$ cat config.mk
export PLATFORM = sky130hd
export DESIGN_NAME = control_fsm
export DESIGN_NICKNAME = d
export VERILOG_FILES = /design/src/rtl/ctrl_pkg.sv /design/src/rtl/control_fsm_op_class.sv /design/src/rtl/control_fsm.sv
export SDC_FILE = /design/constraint.sdc
export NUM_CORES = 1
export LEC_CHECK = 0
export CAP_MARGIN = 20
export CORE_AREA = 2 2 39 41
export DETAILED_ROUTE_END_ITERATION = 7
export DIE_AREA = 0 0 41 43
export PLACE_DENSITY = 0.86
export SYNTH_ARGS = -nofsm -noshare
export SYNTH_HDL_FRONTEND = slang
export SYNTH_SLANG_ARGS = --single-unit
$ cat constraint.sdc
create_clock -name clk -period 3.84 [get_ports clk]
set_clock_uncertainty 0.1 [all_clocks]
set_input_delay 0.768 -clock clk [delete_from_list [all_inputs] [get_ports clk]]
set_output_delay 0.768 -clock clk [all_outputs]
set_load 0.005 [all_outputs]
$ cat src/rtl/ctrl_pkg.sv
// Shared encodings for the RV32I multi-cycle control sequencer: states, opcodes,
// PC/writeback mux selects and the opcode-class bundle.
package ctrl_pkg;

  localparam int unsigned STATE_W  = 3;
  localparam int unsigned OPCODE_W = 7;
  localparam int unsigned SEL_W    = 2;

  typedef enum logic [STATE_W-1:0] {
    ST_IDLE   = 3'd0,
    ST_FETCH  = 3'd1,
    ST_DECODE = 3'd2,
    ST_EXEC   = 3'd3,
    ST_MEM    = 3'd4,
    ST_WB     = 3'd5,
    ST_TRAP   = 3'd6
  } state_e;

  localparam logic [OPCODE_W-1:0] OPC_OP     = 7'b0110011;
  localparam logic [OPCODE_W-1:0] OPC_OP_IMM = 7'b0010011;
  localparam logic [OPCODE_W-1:0] OPC_LOAD   = 7'b0000011;
  localparam logic [OPCODE_W-1:0] OPC_STORE  = 7'b0100011;
  localparam logic [OPCODE_W-1:0] OPC_BRANCH = 7'b1100011;
  localparam logic [OPCODE_W-1:0] OPC_JAL    = 7'b1101111;
  localparam logic [OPCODE_W-1:0] OPC_JALR   = 7'b1100111;
  localparam logic [OPCODE_W-1:0] OPC_LUI    = 7'b0110111;
  localparam logic [OPCODE_W-1:0] OPC_AUIPC  = 7'b0010111;

  localparam logic [SEL_W-1:0] PC_SEL_PLUS4 = 2'd0;
  localparam logic [SEL_W-1:0] PC_SEL_IMM   = 2'd1;
  localparam logic [SEL_W-1:0] PC_SEL_ALU   = 2'd2;

  localparam logic [SEL_W-1:0] WB_SEL_ALU = 2'd0;
  localparam logic [SEL_W-1:0] WB_SEL_MEM = 2'd1;
  localparam logic [SEL_W-1:0] WB_SEL_PC4 = 2'd2;
  localparam logic [SEL_W-1:0] WB_SEL_IMM = 2'd3;

  // One-hot instruction class; illegal covers every unsupported opcode.
  typedef struct packed {
    logic is_op;
    logic is_imm;
    logic is_load;
    logic is_store;
    logic is_branch;
    logic is_jal;
    logic is_jalr;
    logic is_lui;
    logic is_auipc;
    logic illegal;
  } op_cls_t;

endpackage

$ cat src/rtl/control_fsm_op_class.sv
// Combinational RV32I opcode classifier feeding the control sequencer.
module op_class
  import ctrl_pkg::*;
(
  input  logic [OPCODE_W-1:0] opcode,
  output op_cls_t             cls
);

  always_comb begin
    cls = '0;
    unique case (opcode)
      OPC_OP:     cls.is_op     = 1'b1;
      OPC_OP_IMM: cls.is_imm    = 1'b1;
      OPC_LOAD:   cls.is_load   = 1'b1;
      OPC_STORE:  cls.is_store  = 1'b1;
      OPC_BRANCH: cls.is_branch = 1'b1;
      OPC_JAL:    cls.is_jal    = 1'b1;
      OPC_JALR:   cls.is_jalr   = 1'b1;
      OPC_LUI:    cls.is_lui    = 1'b1;
      OPC_AUIPC:  cls.is_auipc  = 1'b1;
      default:    cls.illegal   = 1'b1;
    endcase
  end

endmodule

$ cat src/rtl/control_fsm.sv
// Multi-cycle RV32I sequencer: fetch -> decode -> execute -> mem -> writeback, with a
// sticky trap on illegal opcodes or an optional memory-wait timeout.
module control_fsm
  import ctrl_pkg::*;
#(
  parameter int unsigned MEM_TIMEOUT = 0,
  parameter int unsigned TIMEOUT_W   = 8
) (
  input  logic                clk,
  input  logic                reset_n,
  input  logic [OPCODE_W-1:0] opcode,
  input  logic [2:0]          funct3,
  input  logic                branch_taken,
  input  logic                mem_ready,
  output logic                mem_req,
  output logic                mem_we,
  output logic                mem_addr_sel,
  output logic                ir_we,
  output logic                alu_src_a,
  output logic                alu_src_b,
  output logic                pc_we,
  output logic [SEL_W-1:0]    pc_sel,
  output logic                reg_we,
  output logic [SEL_W-1:0]    wb_sel,
  output logic                trap,
  output logic [STATE_W-1:0]  state
);

  localparam bit TO_EN = (MEM_TIMEOUT != 0);
  localparam logic [TIMEOUT_W-1:0] TO_LAST =
    TIMEOUT_W'((MEM_TIMEOUT == 0) ? 32'd0 : MEM_TIMEOUT - 32'd1);

  state_e               state_q, state_d;
  logic [TIMEOUT_W-1:0] cnt_q, cnt_d;
  op_cls_t              cls;
  logic                 timeout_hit;
  logic                 unused_funct3;

  // funct3 only travels to the datapath; sequencing never looks at it.
  assign unused_funct3 = ^funct3;
  assign state         = state_q;

  op_class u_op_class (
    .opcode (opcode),
    .cls    (cls)
  );

  always_ff @(posedge clk or negedge reset_n) begin
    if (!reset_n) begin
      state_q <= ST_IDLE;
      cnt_q   <= '0;
    end else begin
      state_q <= state_d;
      cnt_q   <= cnt_d;
    end
  end

  // Next state and strobes; the wait counter only survives while a request keeps waiting.
  always_comb begin
    state_d      = state_q;
    cnt_d        = '0;
    mem_req      = 1'b0;
    mem_we       = 1'b0;
    mem_addr_sel = 1'b0;
    ir_we        = 1'b0;
    alu_src_a    = 1'b0;
    alu_src_b    = 1'b0;
    pc_we        = 1'b0;
    pc_sel       = PC_SEL_PLUS4;
    reg_we       = 1'b0;
    wb_sel       = WB_SEL_ALU;
    trap         = 1'b0;
    timeout_hit  = TO_EN && (cnt_q == TO_LAST);

    unique case (state_q)
      ST_IDLE: state_d = ST_FETCH;

      ST_FETCH: begin
        mem_req = 1'b1;
        if (mem_ready) begin
          ir_we   = 1'b1;
          state_d = ST_DECODE;
        end else if (timeout_hit) begin
          state_d = ST_TRAP;
        end else begin
          cnt_d = cnt_q + TIMEOUT_W'(1);
        end
      end

      ST_DECODE: state_d = cls.illegal ? ST_TRAP : ST_EXEC;

      ST_EXEC: begin
        alu_src_a = cls.is_auipc | cls.is_jal;
        alu_src_b = ~(cls.is_op | cls.is_branch);
        if (cls.is_branch) begin
          pc_we   = 1'b1;
          pc_sel  = branch_taken ? PC_SEL_IMM : PC_SEL_PLUS4;
          state_d = ST_FETCH;
        end else if (cls.is_load | cls.is_store) begin
          state_d = ST_MEM;
        end else if (cls.is_op | cls.is_imm | cls.is_jal | cls.is_jalr |
                     cls.is_lui | cls.is_auipc) begin
          state_d = ST_WB;
        end else begin
          // Opcode changed under us after decode: treat as a fault.
          state_d = ST_TRAP;
        end
      end

      ST_MEM: begin
        mem_req      = 1'b1;
        mem_addr_sel = 1'b1;
        mem_we       = cls.is_store;
        if (mem_ready) begin
          if (cls.is_store) begin
            pc_we   = 1'b1;
            pc_sel  = PC_SEL_PLUS4;
            state_d = ST_FETCH;
          end else begin
            state_d = ST_WB;
          end
        end else if (timeout_hit) begin
          state_d = ST_TRAP;
        end else begin
          cnt_d = cnt_q + TIMEOUT_W'(1);
        end
      end

      ST_WB: begin
        reg_we = 1'b1;
        pc_we  = 1'b1;
        if (cls.is_load)                    wb_sel = WB_SEL_MEM;
        else if (cls.is_jal | cls.is_jalr)  wb_sel = WB_SEL_PC4;
        else if (cls.is_lui)                wb_sel = WB_SEL_IMM;
        else                                wb_sel = WB_SEL_ALU;
        if (cls.is_jal)       pc_sel = PC_SEL_IMM;
        else if (cls.is_jalr) pc_sel = PC_SEL_ALU;
        else                  pc_sel = PC_SEL_PLUS4;
        state_d = ST_FETCH;
      end

      ST_TRAP: trap = 1'b1;

      default: state_d = ST_IDLE;
    endcase
  end

endmodule

== After elaboration in Yosys (flattened, before gate mapping) ==
Index checks and enable logic that the tools add are counted.
Storage, ports and cells
  register bits after elaboration: 3
  output and inout port bits: 16
Operators by class
  equality and inequality tests: 17
  multiplexer cells: 39
  bitwise operators: 11
  reductions and logical operators: 5
Operator list (number)
  $mux 1: 23
  $eq 7x6->1 const B: 3
  $eq 7x7->1 const B: 3
  $pmux 3 s6: 1
  $mux 2: 8
  $mux 3: 5
  $eq 7x5->1 const B: 2
  $eq 3x3->1 const B: 3
  $or 1x1->1: 9
  $reduce_or 9->1: 1
  $eq 7x2->1 const B: 1
  $eq 3x2->1 const B: 2
  $ne 2x2->1 const B: 2
  $pmux 2 s2: 1
  $reduce_or 2->1: 2
  $eq 3x1->1 const B: 1
  $logic_not 3->1: 1
  $pmux 1 s3: 1
  $reduce_and 3->1: 1
  $not 1->1: 2

== Depth between registers and ports, before layout ==
  word-level depth: 11
  depth in mapped cells: 5
  gate-level depth less buffers: 4

== Hierarchy ==
A second synthesis with hierarchy kept.
Second synthesis, totals
  cells, all modules: 68
  area total of the unflattened synthesis: 491.7 sq um
Modules (own cells, without submodules)
  control_fsm: instances 1, cells an instance 47, area an instance 360.3 sq um
  op_class: instances 1, cells an instance 21, area an instance 131.4 sq um

== Least setup slack after synthesis ==
OpenSTA, ideal clock, no wires.
  path type: input -> output
  from: input port opcode[4]
  to: output port pc_we
  arrival time: 1.468 ns
  slack: 1.504 ns
  stages on the path: 4
  path buffers: 1
  cell sequence: buf_6 nor4_4 and3_1 a211o_1
On the way
  word-level cells in the longest chain between the ends: 5
  elaborated cells between the ends (all ways): 8
  those cells by class: eq/ne: 2; mux: 6
Ends and longest elaborated chain
  from (decl): line control_fsm.sv:11  | input logic [OPCODE_W-1:0] opcode,
  $eq 7x6->1: line control_fsm_op_class.sv:11  | unique case (opcode)
  $mux 1: line control_fsm_op_class.sv:11
  $mux 1: line control_fsm.sv:115  | if (cls.is_store) begin
  $mux 1: line control_fsm.sv:114  | if (mem_ready) begin
  $pmux 1 s3 *: line control_fsm.sv:75  | unique case (state_q)
  to (decl): line control_fsm.sv:21  | output logic pc_we,
Every way passes the cells marked *; elsewhere a longest branch is shown, timed or not.

== Worst setup path in the final report ==
Ends and elaborated chain as after synthesis.

==> results.toml <==
[status]
outcome = "complete, no violations"

[yosys]
seq_area_frac_synth_pct = 15.8
synthDistinctLibCells = 34
synth_xor_area_share_pct = 1.85
synth_top_family_by_area = "simple AND/OR/NAND/NOR gates"
synth_compound_area_share_pct = 22.7
ys_top_cells_by_area = "dfrtp_1 (16%), nor2_1 (6.3%), a21oi_1 (5.3%)"
avgSynthCellArea_um2 = 7.41
synth.most_common_cell = "nor2_1"
synth_seq_cells = 3
synthArstFlopShare_pct = 100
synth.largest_area_cell = "dfrtp_1"
yosysWarnings = 0
synthMuxAreaShare_pct = 0
ys.flop_type = "dfrtp_1"
synth_enable_flop_cells = 0
yosys.area_share.simple_pct = 50.9
synth_top_area_share_pct = 15.8
syn_inst = 64
netlist_top_cells_count = "nor2_1 (8), a21oi_1 (5), nand2_1 (4), nor3_1 (4)"
synthAdderAreaFrac_pct = 0
syn_area_um2 = 474
syn-num-nets = 78

[critical_path]
worstPathCellList = "clkdlybuf4s50_1 -> nor4_4 -> and3_1 -> a211o_1 -> clkdlybuf4s50_1"
worst-path-max-fanout = 10
critical_path.max_stage_delay_ns = 0.60
path_depth = 5
critPathCaptureType = "primary output"
setup.worst_path.start_class = "input pin"
reg2reg_slack_ns = 2.48
slowest_stage = "clkdlybuf4s50_1"
timing.rr.end = "state[0]$_DFFE_PN0P_"
cp_num_buf_inv = 2
crit_family = "buffers and inverters"
worstPathArrival_ns = 2.58
regToRegStartpoint = "state[1]$_DFFE_PN0P_"
critical_path_required_ns = 2.97
ff2ff_path_depth = 4
crit_type = "input pin to primary output"
cp_common_cell = "clkdlybuf4s50_1"

[final_layout]
fin_cells = 107
final_util_pct = 54.5
insertedDiodeCount = 0
final_area_um2 = 754
drive_above_1_share_pct = 14.3
area_growth_pct = 59.1
fillCellCount = 148
largest_reg_flops = 3
fin_nets = 106

[timing]
setup_ws_ns = 0.395
slew_violations = 0
slew_headroom_pct = 71.2
fmax_ghz = 0.290
finalSetupTns_ns = 0
period_needed_ns = 3.44
worstMarginPinSlew_ns = 0.431
rsz0062_at_grt = "false"
final.period_utilization_pct = 89.7
final_hold_viol_count = 0
setup_viol = 0

[pwr]
p_int_mw = 0.182
power_frac_seq_pct = 27.5
vdd_drop_max_uv = 190
combPwrFrac_pct = 53.4
power_density_nw_per_um2 = 387
p_leak_nw = 0.281
clkPwrFrac_pct = 19.1
switching_share_pct = 37.8
p_sw_mw = 0.111

[global_route]
grt_pass1_wl_um = 2010
grt_pass1_vias = 485
grt_overflow = 0
antenna_found_initial = 0
grt_usage_pct = 16.3
grt_max_degree = 14

[clock_network]
cts_setup_buffers = 0
clk_latency_ns = 0.23
cts_sinks = 3
cts_tree = "built"
cts_resized = 0
cts_max_level = 1
hold_buffers = 0
clk_pin_slew_worst_paths_ns = 0.04
cts_buffers = 3
clk_path_buf_depth = 2
root_buffer = "clkbuf_4"

[route]
final_antenna_net_count = 0
viasPerCell = 5.38
route.detailed.wl_per_inst_um = 11.8
via_count = 576
first_pass_iters = 4
wl_um = 1260
drc = 0
drt_iter0_drc = 10

[die]
initial_core_util_pct = 34.3
io_pins = 30
die_h_um = 43
rows = 14
dieArea_um2 = 1760
fp.coreArea_um2 = 1380
fp.dieW_um = 41

[min_path]
min_path_type = "input pin to async pin"

[placement]
post-place-ws_ns = 0.388
place_inst = 103
dpl_cell_area_um2 = 728
dp_hpwl_um = 965
gp_congestion = 0.834
numPortBuffers = 26

[flow_run]
cap_violations = 0
## metal layers
layer | share of wire [%] | wire length (µm) | track usage, %
met1 | 42 | 533 | 19.6
met2 | 49 | 624 | 27.2
met3 | 6.8 | 86 | 3.14
met4 | 1.3 | 16 | 6.00
met5 | 0 | 0 | 0
## cell usage in the layout (no fill, tap or decap), drive strengths merged
master         Yosys  routed
a211o              1       1
nor2               8       8
o21ai              5       5
nand3              2       2
nand2              5       5
and4bb             1       1
a32oi              1       1
and3               2       2
a22oi              1       1
clkbuf             0       4
nand3b             2       2
nor3               5       5
inv                4       4
a21oi              6       6
o22ai              1       1
nand4              1       1
xor2               1       1
or3                1       1
nor2b              2       2
a31oi              2       2
and3b              1       1
clkdlybuf4s50      0      26
nand2b             2       2
nand4bb            1       1
dfrtp              3       3
nor4               3       3
## cells by family (layout without fill, tap and decap cells)
family / after synthesis / count (layout)
flip-flops: 3 / 3
buffers and inverters: 7 / 34
AO/OA/AOI/OAI: 17 / 17
XOR/XNOR: 1 / 1
AND/OR/NAND/NOR: 36 / 36
## layout make-up
cell class	instances	area, µm²	share of cell area (%)
sequential	3	75.1	9.95
multi-input combinational	54	358	47.4
inverter	4	15.0	1.99
clock buffer	4	26.3	3.48
tap	16	20.0	2.65
timing repair buffer	26	260	34.5
## metrics by stage
stage                     hold WS, ns  power, mW
after CTS                       0.614      0.294
after floorplan                 0.372      0.155
after global placement          0.656      0.233
final                           0.614      0.292
after detailed placement        0.650      0.237
after global routing            0.613      0.318
## worst max path at each step
| stage | from | endpoint |
|---|---|---|
| after floorplan | opcode[4] | pc_we |
| after global placement | opcode[4] | pc_we |
| after detailed placement | opcode[4] | pc_we |
| after CTS | opcode[4] | pc_we |
| after global routing | opcode[4] | pc_we |
| final | opcode[4] | pc_we |
## power groups by stage
stage	combinational [mW]	clock [mW]	sequential, mW
3_5_place_dp	0.157	0	0.0805
3_3_place_gp	0.155	0	0.0789
2_1_floorplan	0.0885	0	0.0669
4_1_cts	0.158	0.0571	0.0798
6_report	0.156	0.0558	0.0803
5_1_grt	0.174	0.0606	0.0838
No activity file was read; power rests on OpenSTA's default activity.
